==> config.mk <==
export PLATFORM = sky130hd
export DESIGN_NAME = serial_addsub
export DESIGN_NICKNAME = d
export VERILOG_FILES = /design/src/rtl/serial_addsub_pkg.sv /design/src/rtl/serial_addsub_bit.sv /design/src/rtl/serial_addsub.sv
export SDC_FILE = /design/constraint.sdc
export NUM_CORES = 1
export LEC_CHECK = 0
export ABC_AREA = 0
export CAP_MARGIN = 20
export CORE_ASPECT_RATIO = 2
export CORE_UTILIZATION = 56
export DETAILED_ROUTE_END_ITERATION = 7
export PLACE_DENSITY = 0.84
export RECOVER_POWER = 100
export REMOVE_ABC_BUFFERS = 1
export SKIP_LAST_GASP = 1
export SYNTH_ARGS = -nofsm -noshare
export SYNTH_HDL_FRONTEND = slang
export SYNTH_SLANG_ARGS = --single-unit
==> constraint.sdc <==
create_clock -name clk -period 2.8 [get_ports clk]
set_input_delay 0.56 -clock clk [delete_from_list [all_inputs] [get_ports clk]]
set_output_delay 0.56 -clock clk [all_outputs]
set_load 0.03 [all_outputs]
==> src/rtl/serial_addsub_pkg.sv <==
// serial_addsub_pkg -- shared types, constants and helpers for the serial
// add/subtract engine.
//   addsub_state_t : controller states (IDLE, RUN, DONE)
//   MODE_SUB/ADD   : encoding of the mode input
//   signed_ovf()   : two's-complement overflow from the three sign bits
package serial_addsub_pkg;

   typedef enum logic [1:0] {
      IDLE = 2'd0,
      RUN  = 2'd1,
      DONE = 2'd2
   } addsub_state_t;

   localparam logic MODE_SUB = 1'b0;
   localparam logic MODE_ADD = 1'b1;

   // Overflow is decided purely from operand and result sign bits: an add
   // overflows when like-signed operands give a result of the other sign, a
   // subtract when unlike-signed operands give a result whose sign differs
   // from the minuend.
   function automatic logic signed_ovf(input logic mode,
                                       input logic a_msb,
                                       input logic b_msb,
                                       input logic r_msb);
      logic same_sign;
      logic flipped;
      same_sign = (a_msb == b_msb);
      flipped   = (r_msb != a_msb);
      if (mode == MODE_ADD) begin
         return same_sign && flipped;
      end else begin
         return !same_sign && flipped;
      end
   endfunction

endpackage

==> src/rtl/serial_addsub_bit.sv <==
// addsub_bit -- one-bit full add/subtract cell.
//   x, y : operand bits (minuend/subtrahend or addends)
//   ci   : incoming borrow (sub) or carry (add)
//   mode : MODE_SUB or MODE_ADD
//   s    : difference/sum bit
//   co   : outgoing borrow (sub) or carry (add)
module addsub_bit
   import serial_addsub_pkg::*;
(
   input  logic x,
   input  logic y,
   input  logic ci,
   input  logic mode,
   output logic s,
   output logic co
);

   // Sum bit is shared by both modes; only the carry/borrow term differs.
   always_comb begin
      s = x ^ y ^ ci;
      if (mode == MODE_ADD) begin
         co = (x & y) | ((x ^ y) & ci);
      end else begin
         co = (~x & y) | (~(x ^ y) & ci);
      end
   end

endmodule

==> src/rtl/serial_addsub.sv <==
// serial_addsub -- multi-cycle WIDTH-bit add/subtract, STEP bits per clock,
// LSB chunk first, with a registered borrow/carry between chunks.
//   clk, rst      : clock, asynchronous active-high reset
//   start         : request, sampled only in IDLE
//   mode          : 0 = a - b - cin, 1 = a + b + cin
//   a, b, cin     : operands, captured with start
//   busy          : high while chunks are being processed
//   done          : one-cycle completion pulse
//   result        : final difference/sum, held until the next completion
//   cout          : final borrow (sub) or carry (add)
//   ovf           : two's-complement signed overflow
module serial_addsub
   import serial_addsub_pkg::*;
#(
   parameter int WIDTH = 8,
   parameter int STEP  = 1
)
(
   input  logic             clk,
   input  logic             rst,
   input  logic             start,
   input  logic             mode,
   input  logic [WIDTH-1:0] a,
   input  logic [WIDTH-1:0] b,
   input  logic             cin,
   output logic             busy,
   output logic             done,
   output logic [WIDTH-1:0] result,
   output logic             cout,
   output logic             ovf
);

   localparam int N  = WIDTH / STEP;
   localparam int CW = (N > 1) ? $clog2(N) : 1;

   generate
      if (WIDTH < 1 || STEP < 1 || (WIDTH % STEP) != 0) begin : g_bad_params
         $error("serial_addsub: STEP must be >= 1 and divide WIDTH");
      end
   endgenerate

   addsub_state_t    state;
   addsub_state_t    state_next;
   logic [WIDTH-1:0] a_sh;
   logic [WIDTH-1:0] b_sh;
   logic [WIDTH-1:0] r_sh;
   logic [WIDTH-1:0] r_next;
   logic [WIDTH-1:0] chunk_ext;
   logic             carry;
   logic             op_mode;
   logic             a_msb;
   logic             b_msb;
   logic [CW-1:0]    cnt;
   logic             last_chunk;
   logic [STEP:0]    chain;
   logic [STEP-1:0]  chunk;

   assign chain[0]   = carry;
   assign last_chunk = (cnt == CW'(N - 1));

   // STEP cells rippling through the low bits of the operand shift registers.
   generate
      for (genvar i = 0; i < STEP; i++) begin : g_cell
         addsub_bit u_cell (
            .x    (a_sh[i]),
            .y    (b_sh[i]),
            .ci   (chain[i]),
            .mode (op_mode),
            .s    (chunk[i]),
            .co   (chain[i+1])
         );
      end
   endgenerate

   // New chunk enters the working register from the top, so after N chunks
   // the first one has migrated down to bit 0.
   always_comb begin
      chunk_ext                  = {WIDTH{1'b0}};
      chunk_ext[WIDTH-1 -: STEP] = chunk;
      r_next                     = (r_sh >> STEP) | chunk_ext;
   end

   // Next-state logic for the IDLE -> RUN -> DONE -> IDLE sequence.
   always_comb begin
      state_next = state;
      case (state)
         IDLE: begin
            if (start) begin
               state_next = RUN;
            end else begin
               state_next = IDLE;
            end
         end
         RUN: begin
            if (last_chunk) begin
               state_next = DONE;
            end else begin
               state_next = RUN;
            end
         end
         DONE:    state_next = IDLE;
         default: state_next = IDLE;
      endcase
   end

   // State register.
   always_ff @(posedge clk or posedge rst) begin
      if (rst) begin
         state <= IDLE;
      end else begin
         state <= state_next;
      end
   end

   // busy/done are registered copies of the state being entered, so they
   // line up with the state without any combinational path to the outputs.
   always_ff @(posedge clk or posedge rst) begin
      if (rst) begin
         busy <= 1'b0;
         done <= 1'b0;
      end else begin
         busy <= (state_next == RUN);
         done <= (state_next == DONE);
      end
   end

   // Operand capture, per-chunk datapath, and result registers that are only
   // written on the final chunk so partial values never reach the outputs.
   always_ff @(posedge clk or posedge rst) begin
      if (rst) begin
         a_sh    <= {WIDTH{1'b0}};
         b_sh    <= {WIDTH{1'b0}};
         r_sh    <= {WIDTH{1'b0}};
         carry   <= 1'b0;
         op_mode <= 1'b0;
         a_msb   <= 1'b0;
         b_msb   <= 1'b0;
         cnt     <= {CW{1'b0}};
         result  <= {WIDTH{1'b0}};
         cout    <= 1'b0;
         ovf     <= 1'b0;
      end else begin
         case (state)
            IDLE: begin
               if (start) begin
                  a_sh    <= a;
                  b_sh    <= b;
                  r_sh    <= {WIDTH{1'b0}};
                  carry   <= cin;
                  op_mode <= mode;
                  a_msb   <= a[WIDTH-1];
                  b_msb   <= b[WIDTH-1];
                  cnt     <= {CW{1'b0}};
               end
            end
            RUN: begin
               a_sh  <= a_sh >> STEP;
               b_sh  <= b_sh >> STEP;
               r_sh  <= r_next;
               carry <= chain[STEP];
               cnt   <= cnt + CW'(1);
               if (last_chunk) begin
                  result <= r_next;
                  cout   <= chain[STEP];
                  ovf    <= signed_ovf(op_mode, a_msb, b_msb, r_next[WIDTH-1]);
               end
            end
            DONE: begin
               cnt <= {CW{1'b0}};
            end
            default: begin
               cnt <= {CW{1'b0}};
            end
         endcase
      end
   end

endmodule

# Word level (Yosys, flattened, before mapping)
# Cells that the tools add are included.
[word_totals]
ff_bits = 45
latchBits = 0
ram_bits = 0
mem_bits_ro = 0
inputBits = 21
output_inout_bits = 12
wordCells = 56
memories = 0
[classes]
add_sub_neg = 1
multipliers = 0
n_div = 0
magnitude_cmp = 0
eq_ne = 7
shift = 0
muxes = 15
bitwise = 11
reduce_logical = 8
[ops]
columns = ["op", "count"]
rows = [
  ["case mux 8 bit (2 select lines)", 3],
  ["two-way mux 8 bit", 3],
  ["bitwise OR 7 x 8 -> 8 bit", 1],
  ["case mux 3 bit (2 select lines)", 1],
  ["AND reduction 2 bit", 3],
  ["AND 1 bit", 4],
  ["== test 2 x 1 -> 1 bit (second input constant)", 2],
  ["two-way mux 1 bit", 4],
  ["case mux 2 bit (2 select lines)", 1],
  ["adder 3 x 1 -> 3 bit (second input constant)", 1],
  ["== test 3 bit (second input constant)", 1],
  ["two-way mux 3 bit", 1],
  ["== test 2 bit (second input constant)", 1],
  ["logical AND 1 bit", 2],
  ["zero test 2 bit", 1],
  ["two-way mux 2 bit", 1],
  ["!= test 2 bit (second input constant)", 1],
  ["inverter 1 bit", 2],
  ["bitwise OR 1 bit", 2],
  ["case mux 1 bit (2 select lines)", 1],
  ["nonzero test 2 bit", 1],
  ["bitwise XOR 1 bit", 2],
  ["== test 1 bit", 1],
  ["zero test 1 bit", 1],
  ["!= test 1 bit", 1],
]

# Longest topological paths before layout
[logic_depth]
depth_word = 6
ltp_mapped = 6
ltp_nobuf = 5

# By module
# From an unflattened synthesis, not the netlist that was laid out.
[hier_totals]
cells_unflattened = 153
area_unflattened_um2 = 1951.9
[modules_own_cells]
columns = ["module", "n_inst", "cells_each", "area_each_um2", "seq_area_each_um2"]
rows = [
  ["serial_addsub", 1, 147, 1895.6, 1101.1],
  ["addsub_bit", 1, 6, 56.3, 0.0],
]

# Worst setup path before layout
# No wires, ideal clock.
[synth_path]
path_type = "register to register"
from = "register cnt[0]"
to = "register result[0]"
setup_time_ps = 128
arrival_ps = 1408
required_time_ps = 2672
slack_ps = 1264
stages_incl_launch_ff = 6
path_buffers = 1
synth_period_minus_slack_ps = 1536
cell_sequence = "dfrtp_1 > ha_1 > ha_1 > nand3b_4 > buf_2 > mux2_1"
[synth_between]
elab_chain_cells = 2
[synth_rtl]
columns = ["item", "line", "rtl"]
rows = [
  ["from (decl)", "serial_addsub.sv:53", "logic [CW-1:0] cnt;"],
  ["from (signal assigned)", "serial_addsub.sv:138", "cnt <= {CW{1'b0}};"],
  ["from (signal assigned)", "serial_addsub.sv:153", "cnt <= {CW{1'b0}};"],
  ["from (signal assigned)", "serial_addsub.sv:161", "cnt <= cnt + CW'(1);"],
  ["== test 3 bit", "serial_addsub.sv:59", "assign last_chunk = (cnt == CW'(N - 1));"],
  ["AND reduction 2 bit (no line)", "-", ""],
  ["to (signal assigned)", "serial_addsub.sv:139", "result <= {WIDTH{1'b0}};"],
  ["to (signal assigned)", "serial_addsub.sv:163", "result <= r_next;"],
  ["to (decl)", "serial_addsub.sv:28", "output logic [WIDTH-1:0] result,"],
]
# Every way passes these cells.
# A chain may end at the register's enable or synchronous reset.

# Final worst setup path
[layout_path]
from = "input port start"
to = "register a_sh[5]"
[layout_between]
elab_chain_cells = 2
[layout_rtl]
columns = ["item", "line", "rtl"]
rows = [
  ["from (decl)", "serial_addsub.sv:21", "input logic start,"],
  ["!= test 2 bit (no line)", "-", ""],
  ["AND reduction 2 bit (no line)", "-", ""],
  ["to (signal assigned)", "serial_addsub.sv:131", "a_sh <= {WIDTH{1'b0}};"],
  ["to (signal assigned)", "serial_addsub.sv:157", "a_sh <= a_sh >> STEP;"],
  ["to (decl)", "serial_addsub.sv:44", "logic [WIDTH-1:0] a_sh;"],
]
# Every way passes these cells.

==> run metrics <==
hold path startpoint=result[3]; clock buffer count from CTS=5; Crit. End Element=flip-flop; number of vias per cell=5.69; CP Class=in2reg; Skew-Pair Late Insertion Delay=290 ps; global-route usage over all layers=21.4%; Slew Viols, Final=0; Area contributors post-synth=dfrtp_1 58%, mux2i_1 8.4%, mux2_1 6.5%; Fin. Hold Viols=0; area grow syn2layout=21.1%; Pint=1.66 mW; initial antenna violation count=0; hold_ws=484 ps; Setup Fix Bufs, Post-CTS=0; RSZ-0062 raised after global routing=no; critical path peak fanout=30; clock root buffer=clkbuf_8; CTS tree=built; share of layout cells above drive strength 1=5.43%; Total Power=2.66 mW; Gate power share=42.8%; Critical R2R Launch=state[0]; core region area=0.00319 mm^2; CTS max path bufs=2; flop2flop setup slack=970 ps; Post-Route WL=3300 um; Syn Area/Cell=12.5 um^2; number of I/O pins=33; Yosys cell types=24; Setup Skew=7.70 ps; WP buf/inv=2; Starting DRT DRC Count=7; global-route met1 utilization=26.4%; Inserted Diodes=0; CP cell instances=dlygate4sd3_1 -> o21bai_1 -> buf_4 -> nand2_1 -> o21ai_0; Buffers on Ports=32; vias in the first global route=1320; Slowest-stage cell, CP=dlygate4sd3_1; Max Fclk=469 MHz; type of the most critical hold path=reg2reg; Seq/Total Area, Yosys=58.1%; Crit path largest cell delay=600 ps; Most Crowded Layer GR=met2; hold worst-path end=result[3]; Post-Synthesis Cell Area=0.00190 mm^2; Worst-Margin Slew=1030 ps; antenna-violating nets left=0; Seq pwr share=41.6%; routability cong.=0.709; gate count of the mapped netlist=152; die width=43.1 um; Clock power frac=15.6%; worst r2r dst=a_sh[5]; Final Core Density=71.9%; pwr dens=1160 mW/mm^2; first-pass GRT wire length=5820 um; Critical Path AT=2330 ps; hpwl dp=2460 um; largest net degree at the start of global routing=45; Crit path depth=5; r2r worst-path depth=4; switching pwr=992 uW; Routed WL per cell=15.4 um; status=finished clean; maximum vdd drop=0.803 mV; Hold Crit Depth=1; flops & latches, synth=44; element type at the critical path start=input pin; minimum clock period=2130 ps; global route overflow=0; row cnt=29; Sink Count=44; switching share of power=37.4%; H-tree depth=2; Die Ht=84.3 um; area leader, netlist=dfrtp_1; Slew HR=31.1%; leakage power total=1.07 nW; Yosys top cell area share=58.1%; Crit path required time=3000 ps; Setup TNS=0 ps; Final nets=209; area of the die=0.00364 mm^2; Finish-stage setup viols=0; 1st-pass router iterations=4; drc violations=0; period utilization=76.1%; # hold bufs at CTS=0; YS warnings=0; Max Cap Viol=0; Worst-path clk slew=70 ps; GR Layer Usage met2=35.8%; initial core utilization=59.4%; Top Family by Delay on Critical Path=buffers and inverters; met3 Usage GRT=4.52%; post-CTS sizing=0; via count=1223
==> power groups by stage <==
| stage | sequential, mW | combinational, mW | clock (mW) |
|---|---|---|---|
| detailed placement | 1.14 | 1.22 | 0 |
| floorplan | 1.23 | 0.718 | 0 |
| global route | 1.14 | 1.26 | 0.450 |
| finish | 1.11 | 1.14 | 0.414 |
| global placement | 1.11 | 1.16 | 0 |
| CTS | 1.13 | 1.23 | 0.426 |
==> placed cells by master (no fill, tap or decap), drive strengths merged <==
cell type	count
a21oi	4
a22o	9
a22oi	1
buf	1
clkbuf	8
clkdlybuf4s50	18
dfrtp	44
dlygate4sd3	14
fa	2
ha	2
inv	6
mux2	12
mux2i	16
nand2	16
nand2b	1
nand3b	1
nor2	4
nor2b	3
nor3b	3
o21ai	16
o21bai	1
o2bb2a	1
xnor2	1
==> worst max path at each step <==
stage,endpoint,startpoint,slack [ps]
final,a_sh[5],start,670
after global routing,a_sh[5],start,500
after CTS,result[0],result[0],910
after detailed placement,b_sh[7],start,750
after global placement,a_sh[7],start,800
after floorplan,carry,state[0],380
==> cells by family after synthesis <==
family          synth area share [%]
buf+inv                         3.56
fa+ha+maj                       3.43
mux                             15.6
flops                           58.1
compound gates                  10.8
simple gates                    8.12
xor+xnor                       0.462
==> Yosys cell counts, drive strengths merged <==
cell type	n
dfrtp	44
mux2i	16
nand2	16
o21ai	16
mux2	12
a22o	9
buf	7
inv	6
a21oi	4
nor2	4
nor2b	3
nor3b	3
clkbuf	2
fa	2
ha	2
a22oi	1
nand2b	1
nand3b	1
o21bai	1
o2bb2a	1
xnor2	1
==> state kept, by name, summed over array words and instances, names as in the netlist, 2 cells and up <==
signal and count:
a_sh 8, state 2, r_sh 7, cnt 3, result 8, b_sh 8
==> final cells by class <==
| cell class | count | area [um^2] |
|---|---|---|
| Sequential cell | 44 | 1100 |
| Clock buffer | 7 | 96.3 |
| Timing Repair Buffer | 34 | 333 |
| Multi-Input combinational cell | 93 | 703 |
| Inverter | 6 | 22.5 |
| Tap cell | 31 | 38.8 |
| Fill cell | 239 | 898 |
==> layer usage <==
layer	up-vias	wire (um)
li1	586	-
met4	0	73
met1	606	1280
met3	8	96
met5	-	0
met2	23	1860
==> through the flow <==
stage | cells | area (um^2) | worst slack (ps)
floorplan | 143 | 1850 | 384
global placement | 208 | 2230 | 796
detailed placement | 208 | 2230 | 750
CTS | 215 | 2320 | 907
global route | 215 | 2290 | 503
finish | 215 | 2290 | 669
(Power assumes the default switching activity.)
